$ cat config.mk
export PLATFORM = sky130hd
export DESIGN_NAME = icomp_mfa_seq
export DESIGN_NICKNAME = d
export VERILOG_FILES = /design/src/rtl/icomp_mfa_seq.sv
export SDC_FILE = /design/constraint.sdc
export NUM_CORES = 1
export LEC_CHECK = 0
export BUFFER_PORTS_ARGS = -buffer_cell sky130_fd_sc_hd__buf_4
export CAP_MARGIN = 5
export CORE_MARGIN = 2
export CORE_UTILIZATION = 47
export DETAILED_ROUTE_END_ITERATION = 7
export PLACE_DENSITY = 0.76
export SLEW_MARGIN = 20
export SYNTH_ARGS = -nofsm -noshare
export SYNTH_HDL_FRONTEND = slang
export SYNTH_SLANG_ARGS = --single-unit
$ cat constraint.sdc
create_clock -name clock -period 2.32 [get_ports clock]
set_clock_uncertainty 0.2 [all_clocks]
set_input_delay 0 -clock clock [delete_from_list [all_inputs] [get_ports clock]]
set_output_delay 0 -clock clock [all_outputs]
set_load 0.005 [all_outputs]
$ cat src/rtl/icomp_mfa_seq.sv
`default_nettype none
// ============================================================================
// Module   : icomp_mfa_seq
// Purpose  : Block-level sequencer for the index-compression MFA datapath.
//            It streams one block of programmable length into the MFA unit and
//            issues the MFA read. After the read latency it captures the
//            shared value and its count. It then reports a compress decision,
//            holds it until the downstream ack, and releases the MFA unit.
// Revision : 1.0 - initial release
// ============================================================================
module icomp_mfa_seq #(
  parameter int LENGTH     = 256,
  // Matches the datapath package data width.
  parameter int WIDTH_DATA = 8,
  parameter int RD_LAT     = 3,
  parameter int WIDTH_LEN  = $clog2(LENGTH) + 1,
  parameter int WIDTH_CNT  = $clog2(LENGTH) + 2
) (
  input  logic                  clock,
  input  logic                  reset,
  // Block control
  input  logic                  I_Start,
  input  logic [WIDTH_LEN-1:0]  I_Len,
  input  logic [WIDTH_CNT-1:0]  I_Threshold,
  input  logic                  I_Abort,
  // Upstream element stream
  input  logic                  I_Valid,
  input  logic [WIDTH_DATA-1:0] I_Data,
  output logic                  O_Ready,
  // MFA unit interface
  output logic                  O_MFA_En,
  output logic                  O_MFA_Valid,
  output logic [WIDTH_DATA-1:0] O_MFA_Data,
  output logic                  O_MFA_Rd,
  output logic                  O_MFA_Rls,
  input  logic                  I_MFA_Valid,
  input  logic [WIDTH_DATA-1:0] I_MFA_Shared,
  input  logic [WIDTH_CNT-1:0]  I_MFA_Count,
  // Result interface
  input  logic                  I_Ack,
  output logic                  O_Busy,
  output logic                  O_Done,
  output logic                  O_Compress,
  output logic [WIDTH_DATA-1:0] O_SharedData,
  output logic [WIDTH_CNT-1:0]  O_Count
);

  // The wait counter only has to reach RD_LAT-1.
  localparam int WIDTH_WAIT = (RD_LAT > 1) ? $clog2(RD_LAT) : 1;

  localparam logic [WIDTH_LEN-1:0]  c_LEN_MAX   = WIDTH_LEN'(LENGTH);
  localparam logic [WIDTH_WAIT-1:0] c_WAIT_LAST = WIDTH_WAIT'(RD_LAT - 1);

  typedef enum logic [2:0] {
    S_IDLE    = 3'd0,
    S_FEED    = 3'd1,
    S_READ    = 3'd2,
    S_WAIT    = 3'd3,
    S_REPORT  = 3'd4,
    S_RELEASE = 3'd5
  } state_t;

  state_t                r_state;
  logic [WIDTH_LEN-1:0]  r_len;
  logic [WIDTH_CNT-1:0]  r_thr;
  logic [WIDTH_LEN-1:0]  r_elem;
  logic [WIDTH_WAIT-1:0] r_wait;

  logic                  r_busy;
  logic                  r_en;
  logic                  r_rd;
  logic                  r_rls;
  logic                  r_done;
  logic                  r_compress;
  logic [WIDTH_DATA-1:0] r_shared;
  logic [WIDTH_CNT-1:0]  r_count;

  logic [WIDTH_LEN-1:0]  w_len_clamped;
  logic [WIDTH_LEN-1:0]  w_elem_next;
  logic                  w_ready;

  // Zero and over-range lengths both mean a full block.
  assign w_len_clamped = ((I_Len == '0) || (I_Len > c_LEN_MAX)) ? c_LEN_MAX : I_Len;
  assign w_elem_next   = r_elem + 1'b1;

  // An abort in FEED refuses the element presented in the same cycle.
  assign w_ready = r_en & ~I_Abort;

  // The element path to the MFA unit is combinational. Only accepted elements
  // are marked valid.
  assign O_Ready      = w_ready;
  assign O_MFA_En     = r_en;
  assign O_MFA_Valid  = w_ready & I_Valid;
  assign O_MFA_Data   = r_en ? I_Data : '0;
  assign O_MFA_Rd     = r_rd;
  assign O_MFA_Rls    = r_rls;
  assign O_Busy       = r_busy;
  assign O_Done       = r_done;
  assign O_Compress   = r_compress;
  assign O_SharedData = r_shared;
  assign O_Count      = r_count;

  // Block sequencer: state, counters, registered strobes and captured results.
  always_ff @(posedge clock) begin
    if (reset) begin
      // The MFA unit shares this reset, so no release pulse is needed.
      r_state    <= S_IDLE;
      r_len      <= '0;
      r_thr      <= '0;
      r_elem     <= '0;
      r_wait     <= '0;
      r_busy     <= 1'b0;
      r_en       <= 1'b0;
      r_rd       <= 1'b0;
      r_rls      <= 1'b0;
      r_done     <= 1'b0;
      r_compress <= 1'b0;
      r_shared   <= '0;
      r_count    <= '0;
    end else begin
      unique case (r_state)
        S_IDLE: begin
          if (I_Start) begin
            r_len   <= w_len_clamped;
            r_thr   <= I_Threshold;
            r_elem  <= '0;
            r_busy  <= 1'b1;
            r_en    <= 1'b1;
            r_state <= S_FEED;
          end
        end

        S_FEED: begin
          if (I_Abort) begin
            r_en    <= 1'b0;
            r_rls   <= 1'b1;
            r_state <= S_RELEASE;
          end else if (I_Valid) begin
            r_elem <= w_elem_next;
            if (w_elem_next == r_len) begin
              r_en    <= 1'b0;
              r_rd    <= 1'b1;
              r_state <= S_READ;
            end
          end
        end

        S_READ: begin
          r_rd   <= 1'b0;
          r_wait <= '0;
          if (I_Abort) begin
            r_rls   <= 1'b1;
            r_state <= S_RELEASE;
          end else begin
            r_state <= S_WAIT;
          end
        end

        S_WAIT: begin
          if (I_Abort) begin
            r_rls   <= 1'b1;
            r_state <= S_RELEASE;
          end else if (r_wait == c_WAIT_LAST) begin
            // The shared value is captured as-is. The count and the decision
            // only stand when the MFA unit flags its result valid.
            r_shared   <= I_MFA_Shared;
            r_count    <= I_MFA_Valid ? I_MFA_Count : '0;
            r_compress <= I_MFA_Valid & (I_MFA_Count >= r_thr);
            r_done     <= 1'b1;
            r_state    <= S_REPORT;
          end else begin
            r_wait <= r_wait + 1'b1;
          end
        end

        S_REPORT: begin
          // Abort and ack lead to the same place. Either way the results are
          // cleared so they read 0 during the release cycle.
          if (I_Abort || I_Ack) begin
            r_done     <= 1'b0;
            r_compress <= 1'b0;
            r_shared   <= '0;
            r_count    <= '0;
            r_rls      <= 1'b1;
            r_state    <= S_RELEASE;
          end
        end

        S_RELEASE: begin
          r_rls   <= 1'b0;
          r_busy  <= 1'b0;
          r_state <= S_IDLE;
        end

        default: begin
          r_en    <= 1'b0;
          r_rd    <= 1'b0;
          r_rls   <= 1'b0;
          r_done  <= 1'b0;
          r_busy  <= 1'b0;
          r_state <= S_IDLE;
        end
      endcase
    end
  end

endmodule
`default_nettype wire

==> results.ini <==
[final_layout]
drive_above_1_share_pct=26.53
nNetsFinal=584
design_area_um2=4594
syn2layout_area_growth_pct=55.46
seq_area_um2=1145
multi_input_area_um2=1745
final_cell_mix=buf_4, dlygate4sd3_1, dfxtp_1
fillCellCount=410
final_common_cell=buf_4
finalCoreUtilization_pct=76.69
diodes=0

[sta]
timing.final.crit_share_pct=97.54
fmax_ghz=0.4419
maxSlewHeadroom_pct=57.81
hold_viol=0
finalCriticalPeriod_ps=2263
tightest_slew_ps=632.9
maxSlewViolCount=0
setup_viol=0

[yosys]
synth_nets=436
synth_area_um2=2955
yosys.area.top_type=dfxtp_1
synth.top_cell.area_share_pct=38.61
ys_seq_area_share_pct=38.61
ys_ff_latch=57
synth_area_leaders=dfxtp_1, a21oi_1, nand2_1
ys_async_sr_fraction_pct=0
yosysUniqueCellTypes=52
ys.flop_type=dfxtp_1
yosys_warnings=0
syn_inst=371
syn_area_per_cell_um2=7.966
synth_edf_count=0

[floorplanning]
ios=86
die_h_um=83.30
core.rowCount=28
coreArea_um2=5991
dieWidth_um=83.30
dieArea_um2=6938
start_util_pct=49.33

[clocking]
clock-sinks=57
cts_buffers=9
postCtsSetupBuffers=0
clockRootBuffer=clkbuf_8
path_clk_slew_ps=70
htree_levels=3
clockBufferDepth=2
clock_latency_ps=340
cts_tree=yes

[placed_design]
placed_cell_area_um2=3682
dp_hpwl_mm=5.234
place_congestion=0.9452
port-buffer-count=85

[worst_setup_path]
endpoint_kind=flop
setup.worst_path.class=in2reg
max_stage_delay_ps=580
critPathSlowestCell=dlygate4sd3_1
critPathArrivalTime_ps=2340
worst_ep_required_time_ps=2400
path_buf_inv=3
cp_top_family=buffers and inverters
r2r_setup_slack_ps=70
crit_path_frequent_cell=dlygate4sd3_1
crit_fanout=6
path_cells=dlygate4sd3_1 -> buf_4 -> nor4_2 -> nand2_1 -> ha_4 -> nand3b_1 -> a21oi_1 -> dlygate4sd3_1
cp-start-kind=input pin

[power]
p_leak_nw=1.925
power_density_nw_per_um2=556.6
ir_worst_vdd_v=0.0004286
power.total_mw=2.557

[routing]
drc_errors=0
via_per_inst=5.364
finalWirelength_mm=9.004
wl_per_cell_um=15.03
firstDrtPassIters=4
drt_first_iter_violations=154
ant_nets=0
dr_total_vias=3213

[status]
outcome=finished clean

[grt]
grt_usage_pct=26.11
antenna_found_initial=0
grt_overflow_total=0
grt_max_degree=58
grt_pass1_vias=3274
grt_pass1_wl_mm=14.87

[job]
drv_cap=0

[hold_path]
hold_class=in2out

metrics by stage:
| stage | instances | TNS (ps) | setup slack [ps] | hold slack (ps) |
|---|---|---|---|---|
| floorplan | 371 | 0 | 87.96 | -84.12 |
| global placement | 522 | 0 | 62.34 | 47.97 |
| detailed placement | 522 | -25.80 | -22.14 | 58.53 |
| CTS | 599 | 0 | 2.179 | 79.31 |
| global route | 599 | -20.19 | -10.98 | 109.9 |
| finish | 599 | 0 | 57.11 | 77.78 |
flip-flops by register name (all words and copies together) (netlist names), 2 cells and up:
signal	cells
r_state	3
r_wait	2
O_SharedData	8
r_len	9
r_thr	10
O_Count	10
r_elem	9
worst register-to-register path: stages, from the launching register on:
cell and delay (ps):
dfxtp_1 360, buf_4 180, inv_1 130, and3_1 170, buf_4 240, nand3b_1 140, a21oi_1 180, dlygate4sd3_1 580
cell type report:
cell class | count | area share [%]
Tap cell | 75 | 2.042
Inverter | 16 | 1.307
Timing Repair Buffer | 157 | 28.98
Clock buffer | 9 | 2.696
Clock inverter | 7 | 2.070
Multi-Input combinational cell | 278 | 37.99
Sequential cell | 57 | 24.92
cells by family after synthesis:
group | Yosys count | synth area share (%)
AND/OR/NAND/NOR | 164 | 28.53
AO/OA/AOI/OAI | 90 | 19.01
flip-flops | 57 | 38.61
buffers and inverters | 36 | 4.995
adder cells (fa/ha/maj) | 14 | 5.843
XOR/XNOR | 9 | 2.667
multiplexers | 1 | 0.3387
what timing repair did:
action / CTS / global route
hold buffers: 61 / 0
endpoints found under the hold margin: 57 / 0
setup endpoints to repair: 3 / 21
gates cloned: 0 / 0
resized for setup: 1 / 15
pin swaps: 0 / 3
path summary, 6_finish.rpt:
kind,to,from,cells after the start
worst max register to register,r_len[2],r_state[2],7
worst min-delay path,O_MFA_Data[5],I_Data[5],3
worst max-delay path,r_len[2],I_Len[5],8
worst min register to register,O_SharedData[4],O_SharedData[4],2
layer usage:
metal  share of wire (%)  GRT usage (%)  up-vias
li1                    -              -     1592
met1                  41          30.61     1492
met2                  52          47.07      111
met3                 5.4          5.567       18
met4                 2.0          8.495        0
met5                   0              0        -
where the power goes:
part	switching [mW]	internal (mW)	leakage (nW)
clock network	0.429	0.604	0.109
logic	0.221	0.254	1.35
registers	0.0338	1.02	0.464
cell usage after synthesis (all sizes together) (6+ instances only):
cell / instances
a21oi: 48
a22oi: 11
and2: 10
buf: 6
clkbuf: 14
dfxtp: 57
ha: 13
inv: 16
nand2: 52
nand3: 16
nand3b: 6
nor2: 38
nor4: 7
o21ai: 14
xor2: 6
Power figures use the tool's default switching activity.
